--- config.mk ---
export PLATFORM = sky130hd
export DESIGN_NAME = ov7670_frame_capture
export DESIGN_NICKNAME = d
export VERILOG_FILES = /design/src/rtl/ov7670_frame_capture.sv
export SDC_FILE = /design/constraint.sdc
export NUM_CORES = 1
export LEC_CHECK = 0
export CAP_MARGIN = 25
export CORE_ASPECT_RATIO = 1.25
export CORE_MARGIN = 5
export CORE_UTILIZATION = 61
export DETAILED_ROUTE_END_ITERATION = 8
export GPL_ROUTABILITY_DRIVEN = 1
export PLACE_DENSITY_LB_ADDON = 0.1
export SKIP_LAST_GASP = 1
export SYNTH_ARGS = -nofsm -noshare
export SYNTH_HDL_FRONTEND = slang
export SYNTH_SLANG_ARGS = --single-unit
--- constraint.sdc ---
create_clock -name clk -period 5.31 [get_ports clk]
set_input_delay 1.062 -clock clk [delete_from_list [all_inputs] [get_ports clk]]
set_output_delay 1.062 -clock clk [all_outputs]
set_load 0.005 [all_outputs]
--- src/rtl/ov7670_frame_capture.sv ---
// OV7670 RGB565 capture: pairs sensor bytes into pixels and writes them into the frame buffer.
// Discards the first SKIP_FRAMES frames after reset and reports per-frame completeness.
//
// state  | meaning
// SYNC   | after reset, waiting for the first vsync rising edge
// VBLANK | vertical blanking, waiting for vsync to fall
// SKIP   | settling frame after reset, bytes ignored
// ACTIVE | frame being captured into the buffer
module ov7670_frame_capture #(
    parameter int H_PIXELS    = 320,
    parameter int V_LINES     = 240,
    parameter int ADDR_W      = 17,
    parameter int SKIP_FRAMES = 2
) (
    input  logic              clk,
    input  logic              reset,
    input  logic              cam_vsync,
    input  logic              cam_href,
    input  logic [7:0]        cam_data,
    output logic              wr_en,
    output logic [ADDR_W-1:0] wr_addr,
    output logic [15:0]       wr_data,
    output logic              frame_done,
    output logic              frame_ok,
    output logic              capturing
);

    localparam int TOTAL  = H_PIXELS * V_LINES;
    localparam int X_W    = ($clog2(H_PIXELS + 1) > 9) ? $clog2(H_PIXELS + 1) : 9;
    localparam int Y_W    = ($clog2(V_LINES + 1) > 8) ? $clog2(V_LINES + 1) : 8;
    localparam int SKIP_W = (SKIP_FRAMES > 0) ? $clog2(SKIP_FRAMES + 1) : 1;

    localparam logic [X_W-1:0]    X_LIMIT   = X_W'(H_PIXELS);
    localparam logic [Y_W-1:0]    Y_LIMIT   = Y_W'(V_LINES);
    localparam logic [Y_W-1:0]    Y_LAST    = Y_W'(V_LINES - 1);
    localparam logic [ADDR_W-1:0] LINE_STEP = ADDR_W'(H_PIXELS);
    localparam logic [ADDR_W-1:0] PIX_TOTAL = ADDR_W'(TOTAL);
    localparam logic [ADDR_W-1:0] PIX_MAX   = '1;
    localparam logic [SKIP_W-1:0] SKIP_INIT = SKIP_W'(SKIP_FRAMES);

    typedef enum logic [1:0] {SYNC, VBLANK, SKIP, ACTIVE} state_t;

    state_t            state;
    logic              vsync_d;
    logic              href_d;
    logic [SKIP_W-1:0] skip_cnt;
    logic [X_W-1:0]    x;
    logic [Y_W-1:0]    y;
    logic              phase;
    logic [7:0]        byte0;
    logic [ADDR_W-1:0] pix_cnt;
    logic [ADDR_W-1:0] line_base;

    logic vsync_rise;
    logic vsync_fall;
    logic href_fall;

    assign vsync_rise = cam_vsync & ~vsync_d;
    assign vsync_fall = ~cam_vsync & vsync_d;
    assign href_fall  = ~cam_href & href_d;

    always_ff @(posedge clk or posedge reset) begin
        if (reset) begin
            state      <= SYNC;
            vsync_d    <= 1'b0;
            href_d     <= 1'b0;
            skip_cnt   <= SKIP_INIT;
            x          <= '0;
            y          <= '0;
            phase      <= 1'b0;
            byte0      <= '0;
            pix_cnt    <= '0;
            line_base  <= '0;
            wr_en      <= 1'b0;
            wr_addr    <= '0;
            wr_data    <= '0;
            frame_done <= 1'b0;
            frame_ok   <= 1'b0;
            capturing  <= 1'b0;
        end else begin
            vsync_d    <= cam_vsync;
            href_d     <= cam_href;
            wr_en      <= 1'b0;
            frame_done <= 1'b0;
            frame_ok   <= 1'b0;

            case (state)
                SYNC: begin
                    if (vsync_rise) state <= VBLANK;
                end
                VBLANK: begin
                    if (vsync_fall) begin
                        if (skip_cnt != '0) begin
                            skip_cnt <= skip_cnt - 1'b1;
                            state    <= SKIP;
                        end else begin
                            state     <= ACTIVE;
                            capturing <= 1'b1;
                            x         <= '0;
                            y         <= '0;
                            phase     <= 1'b0;
                            pix_cnt   <= '0;
                            line_base <= '0;
                        end
                    end
                end
                SKIP: begin
                    if (vsync_rise) state <= VBLANK;
                end
                ACTIVE: begin
                    // Frame end wins over any byte sampled in the same cycle.
                    if (vsync_rise) begin
                        state      <= VBLANK;
                        capturing  <= 1'b0;
                        frame_done <= 1'b1;
                        frame_ok   <= (pix_cnt == PIX_TOTAL);
                    end else if (cam_href) begin
                        if (!phase) begin
                            byte0 <= cam_data;
                            phase <= 1'b1;
                        end else begin
                            phase <= 1'b0;
                            if (x < X_LIMIT && y < Y_LIMIT) begin
                                wr_en   <= 1'b1;
                                wr_addr <= line_base + ADDR_W'(x);
                                wr_data <= {byte0, cam_data};
                                x       <= x + 1'b1;
                                if (pix_cnt != PIX_MAX) pix_cnt <= pix_cnt + 1'b1;
                            end
                        end
                    end else if (href_fall) begin
                        // Line base only advances while another buffer line exists.
                        if (x != '0) begin
                            if (y < Y_LIMIT) y <= y + 1'b1;
                            if (y < Y_LAST) line_base <= line_base + LINE_STEP;
                        end
                        x     <= '0;
                        phase <= 1'b0;
                    end
                end
                default: state <= SYNC;
            endcase
        end
    end

endmodule

==> impl_summary.log, run 1 <==
INFO  metric synth_nets = 471
INFO  metric rsz0062_at_grt = no
INFO  metric yosys-mux-area-fraction = 0.0788
INFO  metric synth-seq-cells = 97
INFO  metric drt-wirelength-per-cell = 16.3 um
INFO  metric layout_common_cells = 96 x sky130_fd_sc_hd__dfrtp_1, 48 x sky130_fd_sc_hd__nor2_1, 48 x sky130_fd_sc_hd__clkdlybuf4s50_1
INFO  metric syn2layout_area_growth = 16.4%
INFO  metric post-dp-hpwl = 6.58 mm
INFO  metric global_route.overflow_total = 0
INFO  metric cts-root-buf = sky130_fd_sc_hd__clkbuf_8
INFO  metric grt_use_total = 0.211
INFO  metric timing.setup.critical_path_class = in -> reg
INFO  metric parity_gate_share_of_the_synthesized_area_counting_xor_and_xnor_cells = 0.0539
INFO  metric antenna-diode-count = 0
INFO  metric timing.critical_path.required = 5560 ps
INFO  metric adder_and_majority_cell_fraction_of_the_synthesized_area = 0.0292
INFO  metric timing_worst_slew_pin_value = 861 ps
INFO  metric synth-simple-area-share = 0.187
INFO  metric core = 7440 um^2
INFO  metric critical_path.slowest_cell = sky130_fd_sc_hd__a31oi_2
INFO  metric ios = 49
INFO  metric critical_path.endpoint_type = flop
INFO  metric max_capacitance_violation_total = 0
INFO  metric io_buffer_count = 48
INFO  metric power_density_normalized_to_cell_area = 413 nW/um^2
INFO  metric global_route_wire_length_before_repair = 16.2 mm
INFO  metric post_cts_buffers = 0
INFO  metric syn_inst = 448
INFO  metric route.final.wire_length = 9.52 mm
INFO  metric cts_made_buffers = 9
INFO  metric vdd_drop_max = 0.301 mV
INFO  metric period_needed = 3280 ps
INFO  metric post_synth_num_cell_types = 55
INFO  metric synth-warning-count = 0
INFO  metric dpl_worst_slack = 1720 ps
INFO  metric drcViolationCount = 0
INFO  metric synth.avg_cell_area = 10.5 um^2
INFO  metric yosys_most_used_dff = sky130_fd_sc_hd__dfrtp_1
INFO  metric status = completed
INFO  metric worstHoldPathType = reg -> reg
INFO  metric timing.final.ws_setup = 2030 ps
INFO  metric maximum_number_of_pins_on_one_net_before_global_route_repair = 59
INFO  metric drive_gt1_frac = 0.144
INFO  metric max_clock_freq = 305 MHz
INFO  metric via_count_of_the_first_global_routing_pass = 3529
INFO  metric final_common_cell = sky130_fd_sc_hd__dfrtp_1
INFO  metric critical_path.max_stage_delay = 570 ps
INFO  metric clock_slew_seen_by_the_registers_of_the_worst_setup_and_hold_paths = 100 ps
INFO  metric max_slew_margin = 0.422
INFO  metric vias_per_cell = 6.03
INFO  metric totalNegativeSetupSlack = 0 ps
INFO  metric dieHeight = 108 um
INFO  metric gp_congestion = 0.872
INFO  metric drt-initial-drc-count = 160
INFO  metric fin_crit_sh = 0.618
INFO  metric insertion_delay = 360 ps
INFO  metric detailedRoute.firstPassIterationCount = 4
INFO  metric final_util = 0.737
INFO  metric rows = 35
INFO  metric antenna_violating_nets_post_route = 0
INFO  metric worstPathCellList = clkdlybuf4s50_1, nand3b_1, a31oi_2, nand4_2, or2_1, o41ai_2
INFO  metric final_max_slew_viol_count = 0
INFO  metric worstPathMaxFanout = 15
INFO  metric clkSinkCount = 97
INFO  metric cp_data_arrival_time = 3530 ps
INFO  metric tritoncts = done
INFO  metric clock_tree.buffer_depth = 2
INFO  metric synth-edff-count = 0
INFO  metric hold_viol = 0
INFO  metric leakagePower = 0.00234 uW
INFO  metric syn_area = 4710 um^2
INFO  metric finalSetupViolations = 0
INFO  metric ctsResizeCount = 0
INFO  metric antenna_found_initial = 0
INFO  metric die-width = 88.6 um
INFO  metric floorplan.initialDensity = 0.633
INFO  metric skew = 13.9 ps
INFO  metric fraction_of_synthesis_flops_using_an_asynchronous_set_or_reset_pin = 1.00
INFO  metric area_of_the_die = 9600 um^2
INFO  metric vias = 3532
INFO  metric final_nets = 512
INFO  metric synth_top_family_by_area = simple AND/OR/NAND/NOR gates
INFO  metric timing.critical_path.from_type = input pin
INFO  metric synth_seq_area_share = 0.515
INFO  metric synth_compound_gate_area_share = 0.101
INFO  metric post_cts_hold_fix_bufs = 0
INFO  metric htree_num_levels = 3
synthesized netlist by cell type (9+ instances only):
master,count,area [um^2]
sky130_fd_sc_hd__nor3_1,10,50.1
sky130_fd_sc_hd__clkbuf_1,9,33.8
sky130_fd_sc_hd__inv_1,14,52.6
sky130_fd_sc_hd__xor2_1,10,87.6
sky130_fd_sc_hd__dfrtp_1,96,2400
sky130_fd_sc_hd__xnor2_1,19,166
sky130_fd_sc_hd__mux2_2,33,372
sky130_fd_sc_hd__o21ai_0,25,125
sky130_fd_sc_hd__ha_1,11,138
sky130_fd_sc_hd__nand3_1,24,120
sky130_fd_sc_hd__a21oi_1,16,80.1
sky130_fd_sc_hd__nor2_1,48,180
sky130_fd_sc_hd__nand2_1,29,109
sky130_fd_sc_hd__nand4_1,12,75.1
final cells by class:
cell class                 count  area [um^2]
multi-input combinational    315         2130
inverter                      14         53.8
clock inverter                 6         90.1
clock buffer                  10          128
timing repair buffer          52          543
sequential                    97         2430
tap                           92          115
fill                         545         1960
stage by stage:
stage | hold slack, ps | cell area (um^2) | std cells | total power (uW)
6_report | 489 | 5490 | 586 | 2270
5_1_grt | 507 | 5490 | 586 | 2410
4_1_cts | 489 | 5440 | 584 | 2280
3_5_place_dp | 472 | 5220 | 568 | 1760
3_3_place_gp | 464 | 5220 | 568 | 1730
2_1_floorplan | 446 | 4710 | 448 | 1420
critical path: cells and delay by family:
family	cells	cell delay, ps
buf+inv	1	490
compound gates	2	880
simple gates	3	1100
flip-flops by register name (all words and copies together) (netlist names):
| name | flops |
|---|---|
| phase | 1 |
| frame_done | 1 |
| wr_addr | 17 |
| line_base | 11 |
| y | 8 |
| pix_cnt | 17 |
| skip_cnt | 2 |
| frame_ok | 1 |
| x | 9 |
| capturing | 1 |
| href_d | 1 |
| wr_data | 16 |
| state | 2 |
| wr_en | 1 |
| byte0 | 8 |
| vsync_d | 1 |
kinds of logic after synthesis:
logic type,count (synthesis)
compound gates,72
flops,97
xor+xnor,29
simple gates,170
mux,33
fa+ha+maj,11
buf+inv,36
path summary, 6_finish.rpt:
kind,from,end,slack [ps],cells after the start
worst max-delay path,cam_vsync,line_base[13]$_DFFE_PP0P_,2030,6
worst min-delay path,skip_cnt[0]$_DFFE_PP0P_,skip_cnt[0]$_DFFE_PP0P_,490,1
worst max register to register,skip_cnt[0]$_DFFE_PP0P_,line_base[13]$_DFFE_PP0P_,2640,7
worst min register to register,skip_cnt[0]$_DFFE_PP0P_,skip_cnt[0]$_DFFE_PP0P_,490,1
max in group asynchronous,reset,skip_cnt[1]$_DFFE_PP1P_,3310,4
min in group asynchronous,reset,wr_data[6]$_DFFE_PP0P_,950,2
report_power, final:
| group | leakage [uW] | internal (uW) | switching, uW |
|---|---|---|---|
| sequential | 0.00124 | 923 | 145 |
| clock | 0.000107 | 267 | 258 |
| combinational | 0.000989 | 393 | 281 |
layer usage:
metal / vias up / global-route usage / share of wire
li1: 1666 / - / -
met1: 1752 / 0.267 / 0.42
met2: 97 / 0.356 / 0.51
met3: 17 / 0.0450 / 0.047
met4: 0 / 0.0734 / 0.019
met5: - / 0 / 0
(Power assumes the default switching activity.)
==> run 2: changes to the inputs <==
--- a/config.mk
+++ b/config.mk
@@ -8,7 +8,7 @@
 export CAP_MARGIN = 25
 export CORE_ASPECT_RATIO = 1.25
 export CORE_MARGIN = 5
-export CORE_UTILIZATION = 61
+export CORE_UTILIZATION = 51
 export DETAILED_ROUTE_END_ITERATION = 8
 export GPL_ROUTABILITY_DRIVEN = 1
 export PLACE_DENSITY_LB_ADDON = 0.1
==> constraint.sdc (replaced) <==
create_clock -name clk -period 2.73 [get_ports clk]
set_input_delay 0.546 -clock clk [delete_from_list [all_inputs] [get_ports clk]]
set_output_delay 0.546 -clock clk [all_outputs]
set_load 0.005 [all_outputs]
==> run 2 against run 1 <==
Compared with the run above:
- sequential share of layout area fell by 1.4 points
- sequential cell count is the same
- first-iteration DRC count grew 5.6%
- largest power group unchanged
==> impl_summary.log, run 2 (synthesized netlist as in run 1, its figures left out) <==
INFO  metric antenna_found_initial = 0 (unchanged)
INFO  metric max_clock_freq = 423 MHz
INFO  metric syn2layout_area_growth = 20.3% (was 16.4%)
INFO  metric hold_viol = 0 (unchanged)
INFO  metric worstPathMaxFanout = 6 (was 15)
INFO  metric gp_congestion = 0.841 (was 0.872)
INFO  metric vdd_drop_max = 0.746 mV (was 0.301 mV)
INFO  metric skew = 5.54 ps (was 13.9 ps)
INFO  metric die-width = 96.0 um (was 88.6 um)
INFO  metric final_max_slew_viol_count = 0 (unchanged)
INFO  metric tritoncts = done (unchanged)
INFO  metric reg2reg_slack = 370 ps (was 2640 ps)
INFO  metric dpl_worst_slack = 52.2 ps (was 1720 ps)
INFO  metric fillers = 766 (was 545)
INFO  metric worstHoldPathType = reg -> reg (unchanged)
INFO  metric rsz0062_at_grt = no (unchanged)
INFO  metric max_capacitance_violation_total = 0 (unchanged)
INFO  metric drcViolationCount = 0 (unchanged)
INFO  metric timing.final.ws_setup = 366 ps (was 2030 ps)
INFO  metric hold_path_depth = 2 (was 1)
INFO  metric timing.critical_path.required = 2980 ps (was 5560 ps)
INFO  metric htree_num_levels = 3 (unchanged)
INFO  metric final_util = 0.625 (was 0.737)
INFO  metric global_route.overflow_total = 0 (unchanged)
INFO  metric power.sequential.fraction = 0.441 (was 0.471)
INFO  metric grt_use_total = 0.185 (was 0.211)
INFO  metric post_cts_buffers = 0 (unchanged)
INFO  metric rows = 39 (was 35)
INFO  metric ios = 49 (unchanged)
INFO  metric floorplan.initialDensity = 0.519 (was 0.633)
INFO  metric dieHeight = 117 um (was 108 um)
INFO  metric r2r-end = pix_cnt[1]$_DFFE_PP0P_ (was line_base[13]$_DFFE_PP0P_)
INFO  metric area_of_the_die = 11300 um^2 (was 9600 um^2)
INFO  metric regArea = 2430 um^2 (unchanged)
INFO  metric drt-initial-drc-count = 169 (was 160)
INFO  metric hold_path.startpoint = skip_cnt[1]$_DFFE_PP1P_ (was skip_cnt[0]$_DFFE_PP0P_)
INFO  metric net-switching-power = 1390 uW (was 683 uW)
INFO  metric clock_slew_seen_by_the_registers_of_the_worst_setup_and_hold_paths = 70 ps (was 100 ps)
INFO  metric largest_registers = pix_cnt (17), wr_addr (17), wr_data (16) (unchanged)
INFO  metric core = 9080 um^2 (was 7440 um^2)
INFO  metric detailedRoute.firstPassIterationCount = 4 (unchanged)
INFO  metric period_needed = 2360 ps
INFO  metric timing.setup.critical_path_class = reg -> reg (was in -> reg)
INFO  metric swShare = 0.297 (was 0.301)
INFO  metric via_count_of_the_first_global_routing_pass = 3512 (was 3529)
INFO  metric drt-wirelength-per-cell = 15.3 um (was 16.3 um)
INFO  metric final_nets = 520 (was 512)
INFO  metric totalNegativeSetupSlack = 0 ps (unchanged)
INFO  metric clock_tree.buffer_depth = 2 (unchanged)
INFO  metric rr_startpoint = pix_cnt[4]$_DFFE_PP0P_ (was skip_cnt[0]$_DFFE_PP0P_)
INFO  metric critical_path.endpoint_type = flop (unchanged)
INFO  metric maximum_number_of_pins_on_one_net_before_global_route_repair = 98 (was 59)
INFO  metric route.final.wire_length = 9.57 mm (was 9.52 mm)
INFO  metric stdcell_count = 625 (was 586)
INFO  metric worst_r2r_path_depth = 9 (was 7)
INFO  metric global_route_wire_length_before_repair = 16.6 mm (was 16.2 mm)
INFO  metric p_int = 3300 uW (was 1580 uW)
INFO  metric timing.critical_path.from_type = flop (was input pin)
INFO  metric timing_worst_slew_pin_value = 637 ps (was 861 ps)
INFO  metric status = completed (unchanged)
INFO  metric cts_made_buffers = 9 (unchanged)
INFO  metric dp.cells = 609 (was 568)
INFO  metric vias = 3474 (was 3532)
INFO  metric power_frac_comb = 0.285 (was 0.297)
INFO  metric vias_per_cell = 5.56 (was 6.03)
INFO  metric antenna-diode-count = 0 (unchanged)
INFO  metric post-dp-hpwl = 6.71 mm (was 6.58 mm)
INFO  metric layout_common_cells = 96 x sky130_fd_sc_hd__dfrtp_1, 48 x sky130_fd_sc_hd__nor2_1, 48 x sky130_fd_sc_hd__clkdlybuf4s50_1 (unchanged)
INFO  metric drive_gt1_frac = 0.161 (was 0.144)
INFO  metric finalSetupViolations = 0 (unchanged)
INFO  metric min_to = skip_cnt[1]$_DFFE_PP1P_ (was skip_cnt[0]$_DFFE_PP0P_)
INFO  metric fin_crit_sh = 0.866
INFO  metric antenna_violating_nets_post_route = 0 (unchanged)
INFO  metric final_common_cell = sky130_fd_sc_hd__dfrtp_1 (unchanged)
INFO  metric max_slew_margin = 0.574 (was 0.422)
INFO  metric power_density_normalized_to_cell_area = 828 nW/um^2 (was 413 nW/um^2)
INFO  metric cts-root-buf = sky130_fd_sc_hd__clkbuf_16 (was sky130_fd_sc_hd__clkbuf_8)
INFO  metric area_used_by_multi_input_combinational_logic = 2130 um^2 (about the same)
INFO  metric io_buffer_count = 48 (unchanged)
INFO  metric leakagePower = 0.00242 uW (was 0.00234 uW)
INFO  metric cp_data_arrival_time = 2610 ps (was 3530 ps)
INFO  metric clkSinkCount = 97 (unchanged)
INFO  metric clkPwrFrac = 0.274 (was 0.232)
INFO  metric holdWs = 488 ps (was 489 ps)
INFO  metric insertion_delay = 350 ps (was 360 ps)
run 2: worst max-delay path, cell delays in order, from the launching register on:
cell                      delay [ps]
sky130_fd_sc_hd__dfrtp_1         440
sky130_fd_sc_hd__nand4_1         210
sky130_fd_sc_hd__nor4_1          390
sky130_fd_sc_hd__nand2_1         160
sky130_fd_sc_hd__nor3_1          190
sky130_fd_sc_hd__ha_1            190
sky130_fd_sc_hd__nor2b_1          60
sky130_fd_sc_hd__and3_1          200
sky130_fd_sc_hd__buf_4           170
sky130_fd_sc_hd__o31ai_1         240
run 2: metrics by stage:
step,instance area [um^2],total power (uW)
floorplan,4720,2760
global placement,5360,3410
detailed placement,5360,3460
CTS,5660,4760
global route,5670,5000
finish,5670,4700
run 2: final cells by class:
type,instances,share of cell area
sequential,97,0.428
multi-input combinational,315,0.376
timing repair buffer,60,0.105
clock buffer,9,0.0397
tap,123,0.0271
clock inverter,7,0.0137
inverter,14,0.00993
run 2: power groups by stage:
| stage | combinational (uW) | sequential, uW | clock, uW |
|---|---|---|---|
| after CTS | 1360 | 2080 | 1320 |
| after floorplan | 727 | 2040 | 0 |
| after detailed placement | 1360 | 2100 | 0 |
| final | 1340 | 2070 | 1290 |
| after global placement | 1320 | 2090 | 0 |
| after global routing | 1480 | 2130 | 1380 |
run 2: how the worst max path moves through the flow:
| stage | slack (ps) | startpoint | endpoint |
|---|---|---|---|
| 2_1_floorplan | 690 | pix_cnt[4]$_DFFE_PP0P_ | pix_cnt[6]$_DFFE_PP0P_ |
| 6_report | 370 | pix_cnt[4]$_DFFE_PP0P_ | pix_cnt[1]$_DFFE_PP0P_ |
| 3_5_place_dp | 50 | cam_vsync | pix_cnt[6]$_DFFE_PP0P_ |
| 5_1_grt | 60 | pix_cnt[4]$_DFFE_PP0P_ | pix_cnt[1]$_DFFE_PP0P_ |
| 3_3_place_gp | 120 | cam_vsync | pix_cnt[6]$_DFFE_PP0P_ |
| 4_1_cts | 170 | pix_cnt[4]$_DFFE_PP0P_ | pix_cnt[6]$_DFFE_PP0P_ |
run 2: timing repair:
| action | CTS | global route |
|---|---|---|
| resized for setup | 0 | 1 |
| hold buffers | 0 | 0 |
| setup endpoints to repair | 0 | 2 |
run 2: metal layers:
metal	wire length (um)	share of wire	GRT usage
met1	4020	0.42	0.230
met2	5010	0.52	0.304
met3	370	0.039	0.0441
met4	167	0.017	0.0738
met5	0	0	0
==> run 3: changes to the inputs <==
--- a/config.mk
+++ b/config.mk
@@ -9,6 +9,7 @@
 export CORE_ASPECT_RATIO = 1.25
 export CORE_MARGIN = 5
 export CORE_UTILIZATION = 51
+export CTS_CLUSTER_SIZE = 24
 export DETAILED_ROUTE_END_ITERATION = 8
 export GPL_ROUTABILITY_DRIVEN = 1
 export PLACE_DENSITY_LB_ADDON = 0.1
==> results of run 3 <==
Same layout as run 2: the final DEF is identical, and so are final timing and power.
==> edit 1 (settings of run 2) <==
One comparison of `pix_cnt` changes from == to >=.
--- a/src/rtl/ov7670_frame_capture.sv
+++ b/src/rtl/ov7670_frame_capture.sv
@@ -113,7 +113,7 @@
                         state      <= VBLANK;
                         capturing  <= 1'b0;
                         frame_done <= 1'b1;
-                        frame_ok   <= (pix_cnt == PIX_TOTAL);
+                        frame_ok   <= (pix_cnt >= PIX_TOTAL);
                     end else if (cam_href) begin
                         if (!phase) begin
                             byte0 <= cam_data;
Function: same outputs for any inputs over 4 cycles, from zero or initial values and one cycle with reset high; that may be too few to reach the edited logic, so the function may still have changed.
==> edit 1 against run 2 <==
  * Final cell count fell by 0.96%
  * Count of clock-buffer cells in the layout rose by 1
  * Worst setup slack got worse by 0.21 ns
  * Cell area rose by 1.5%
  * Wire length rose by 3.8%
  * Synthesized area rose by 0.88%
  * Total power fell by 0.44%
  * Die area rose by 0.79%
  * Sequential power fell by 6%
  * Sequential cell count did not move
  * Largest cell class unchanged
  * Largest power group unchanged
==> edit 1: results (changes against run 2) <==
- Final WL: 9940 microns (+3.8%)
- Largest registers: pix_cnt x17, wr_addr x17, wr_data x16
- Fill cells: 748 (-2.3%)
- Met2 wire len: 4800 microns (-4.2%)
- Total placed cells including tap cells: 603 (-0.99%)
- Area fraction in compound gates after synthesis: 0.125 (+0.0244)
- Vias in the first global route: 3,570 (+1.7%)
- Status: complete, no violations
- Xor and xnor area share after synthesis: 0.0461 (-0.00784)
- DRT met1 WL: 4500 microns (+12%)
- Register area share after synthesis: 0.511 (-0.00447)
- Top cells by count, synth: 96 x dfrtp_1, 38 x mux2_2, 35 x nor2_1
- Via count: 3,530 (+1.6%)
- Netlist cell types: 54 (-1.8%)
- Met3 Routed Length: 503 microns (+36%)
- Hold EP: wr_addr[2]$_DFFE_PP0P_
- Pint: 3290 uW (-0.47%)
- Layout cell share with drive strength beyond 1: 0.167 (+0.00598)
- Hold Path Stages: 1 (-1)
- GRT met3 Usage: 0.0486 (+0.00448)
- GR Util met1: 0.245 (+0.0151)
- Via density: 5.70 (+2.6%)
- Post-synthesis adder-cell area fraction: 0.0289 (-0.000254)
- Worst Skew: 0.00863 ns (+0.00308 ns)
- R2R Setup Slk: 0.15 ns (-0.21 ns)
- Antenna violations before repair: 0 (unchanged)
- FFs w/ async S/R, synth: 1.00 (unchanged)
- Worst hold start: wr_addr[2]$_DFFE_PP0P_
- Gpl congestion: 0.833 (-1.0%)
- Placed Area: 5430 sq um (+1.2%)
- Met2 Use GR: 0.292 (-0.0125)
- Reg2reg end: pix_cnt[8]$_DFFE_PP0P_
- Pre-CTS setup slack: 0.183 ns (+0.131 ns)
- F_max: 0.388 GHz (-8.2%)
- Overall Global Routing Usage: 0.185 (+0.000185)
- Mapped Cells: 433 (-3.3%)
- Worst slew pin tran: 0.602 ns (-0.0347 ns)
- Post-synth EDFFs: 0 (unchanged)
- Global-route wire length before repair: 16,900 microns (+2.2%)
- HPWL Detailed: 6630 microns (-1.3%)
- DRT iter0 DRCs: 175 (+3.6%)
- VDD IR max: 0.546 mV (-27%)
- Syn nets: 456 (-3.2%)
- Synth top area cells: dfrtp_1 51%, mux2_2 9.0%, o21ai_0 3.3%, ha_1 2.9%, nor2_1 2.8%
- Crit path launch: pix_cnt[1]$_DFFE_PP0P_
- Final hold slack: 0.489 ns (+0.00104 ns)
- FF-to-FF path depth: 8 (-1)
- Post-layout util: 0.631 (+0.00626)
## edit 1: power groups by stage
stage	Clock, uW	Sequential, uW	Combinational, uW
2_1_floorplan	0	1940	776
3_3_place_gp	0	1950	1340
3_5_place_dp	0	1960	1360
4_1_cts	1410	1940	1380
5_1_grt	1470	1980	1510
6_report	1380	1940	1360
## edit 1: area by class of cell
cell class / count / area share
flip-flops and latches: 97 / 0.422
multi-input cells: 305 / 0.375
repair buffers: 65 / 0.110
clock buffers: 10 / 0.0415
well taps: 123 / 0.0267
clock inverters: 6 / 0.0159
inverters: 13 / 0.00913
## edit 1: critical path: stages, from the launching register on
cell     delay (ns)
dfrtp_1        0.42
ha_1           0.25
and3_1         0.22
and3_1         0.18
ha_1           0.22
o41a_1         0.54
nor4_1         0.41
xnor2_1        0.17
nor2_1         0.05
==> edit 2 (config.mk and constraints of run 2) <==
Without the edit above. `V_LINES`: 240 -> 480.
--- a/src/rtl/ov7670_frame_capture.sv
+++ b/src/rtl/ov7670_frame_capture.sv
@@ -8,7 +8,7 @@
 // ACTIVE | frame being captured into the buffer
 module ov7670_frame_capture #(
     parameter int H_PIXELS    = 320,
-    parameter int V_LINES     = 240,
+    parameter int V_LINES     = 480,
     parameter int ADDR_W      = 17,
     parameter int SKIP_FRAMES = 2
 ) (
Formal check against the unedited RTL: same outputs for any inputs over 4 cycles, from zero or initial values and one cycle with reset high; that may be too few to reach the edited logic, so the function may still have changed.
==> edit 2 against run 2 <==
  * Total power increased by 5.2%
  * Highest routed layer unchanged
  * Worst setup slack got worse by 0.20 ns
  * Largest power group unchanged
  * Sequential cell count increased by 1
  * Utilization increased by 0.34 points
  * Non-clock buffer count increased by 9
  * Wire length decreased by 0.69%
  * Sequential share of layout area about the same
  * Clock skew increased by 0.0035 ns
  * Cell area increased by 1.1%
  * Synthesized area increased by 0.29%
==> edit 2: results (changes against run 2) <==
- Status: complete, no violations
- Slowest Stage Delay on Critical Path: 0.62 ns (+0.18 ns)
- Root buf cell: clkbuf_16
- Nets: 534 (+2.7%)
- Global-route wire length before repair: 16,500 microns (-0.30%)
- Crit Path Max Fanout: 10 (+4)
- Top cells by count, synth: 97 x dfrtp_1, 37 x o21ai_0, 36 x nor2_1
- FFs w/ async S/R, synth: 1.00 (unchanged)
- DRT iter0 DRCs: 202 (+20%)
- Pre-CTS setup slack: 0.0273 ns (-0.0249 ns)
- Lkg Pwr: 0.00247 uW (+2.1%)
- F_max: 0.391 GHz (-7.6%)
- Register area share after synthesis: 0.519 (+0.00379)
- 1st-pass router iterations: 4 (unchanged)
- Yosys warning count: 0 (unchanged)
- Overall Global Routing Usage: 0.180 (-0.00483)
- Kind of cell adding the most delay to the critical path: simple AND/OR/NAND/NOR gates
- Final hold slack: 0.500 ns (+0.0115 ns)
- Clock Path Buffers: 2 (unchanged)
- Via density: 5.56 (about the same)
- H-tree depth: 3 (unchanged)
- Clk_lat worst skew: between 0.3 and 0.4 ns
- Slowest library cell on the worst path: or4_1
- TritonCTS buffer count: 9 (unchanged)
- Top_reg_cell synth: dfrtp_1
- Crit path arrival time: 2.82 ns (+0.21 ns)
- Antenna violations before repair: 0 (unchanged)
- Worst Skew: 0.00903 ns (+0.00349 ns)
- Largest registers: pix_cnt x17, wr_addr x17, wr_data x16
- Netlist cell types: 50 (-9.1%)
- Total placed cells including tap cells: 623 (+2.3%)
- Worst min path class: flip-flop to flip-flop
- Setup Buffers After CTS: 0 (unchanged)
- Max-slew violations: 0 (unchanged)
- Worst slew pin tran: 0.641 ns (+0.00424 ns)
- Final std cells w/o fill: 639 (+2.2%)
- Gpl congestion: 0.820 (-2.5%)
- GR Util met1: 0.231 (+0.000613)
- Synth top area cells: dfrtp_1 51%, mux2_2 7.4%, o21ai_0 3.9%, xnor2_1 3.5%, a21oi_1 3.0%
- HPWL Detailed: 6670 microns (-0.61%)
- Port bufs: 48 (unchanged)
- Layout cell share with drive strength beyond 1: 0.155 (-0.00632)
- Vias in the first global route: 3,556 (+1.3%)
- Met2 Use GR: 0.301 (-0.00346)
- R2R Setup Slk: 0.17 ns (-0.20 ns)
- Worst-path clk slew: 0.07 ns (about the same)
- Max Cap Viol: 0 (unchanged)
- Syn_area_per_cell: 10.4 sq um (-0.81%)
- GRT met3 Usage: 0.0377 (-0.00639)
- Syn nets: 476 (+1.1%)
- Largest net degree at the start of global routing: 99 (+1.0%)
- Final WL: 9510 microns (-0.69%)
- Post-cts resize count: 0 (unchanged)
- VDD IR max: 0.522 mV (-30%)
- Antenna diodes: 0 (unchanged)
- Placed Area: 5440 sq um (+1.5%)
edit 2: logic make-up (layout without fill, tap and decap cells):
| logic type | Yosys count | after routing | synth area share |
|---|---|---|---|
| compound gates | 94 | 94 | 0.121 |
| xor+xnor | 20 | 20 | 0.0371 |
| fa+ha+maj | 11 | 11 | 0.0291 |
| buf+inv | 33 | 96 | 0.0344 |
| flops | 98 | 98 | 0.519 |
| mux | 31 | 31 | 0.0738 |
| simple gates | 166 | 166 | 0.185 |
edit 2: power by group:
group,internal [uW],leakage [uW],switching [uW]
Sequential,1850,0.00127,273
Combinational,895,0.00106,693
Clock,707,0.000136,520
edit 2: per-layer routing:
layer | part of all wire | vias up
li1 | - | 1745
met1 | 0.45 | 1732
met2 | 0.49 | 67
met3 | 0.043 | 9
met4 | 0.014 | 0
met5 | 0 | -
edit 2: final cells by class:
type	instances	area [sq um]
clock buffers	11	233
clock inverters	5	55.1
fillers	772	3390
inverters	11	45.0
multi-input cells	322	2120
flip-flops and latches	98	2450
well taps	123	154
repair buffers	69	676
edit 2: worst paths after layout:
| path | start | endpoint | cells after the start |
|---|---|---|---|
| setup reg to reg | pix_cnt[0]$_DFFE_PP0P_ | pix_cnt[13]$_DFFE_PP0P_ | 9 |
| hold / removal | byte0[1]$_DFFE_PP0P_ | wr_data[9]$_DFFE_PP0P_ | 1 |
| setup / recovery | pix_cnt[0]$_DFFE_PP0P_ | pix_cnt[13]$_DFFE_PP0P_ | 9 |
| max in group asynchronous | reset | wr_data[3]$_DFFE_PP0P_ | 3 |
| hold reg to reg | byte0[1]$_DFFE_PP0P_ | wr_data[9]$_DFFE_PP0P_ | 1 |
| min in group asynchronous | reset | x[2]$_DFFE_PP0P_ | 3 |
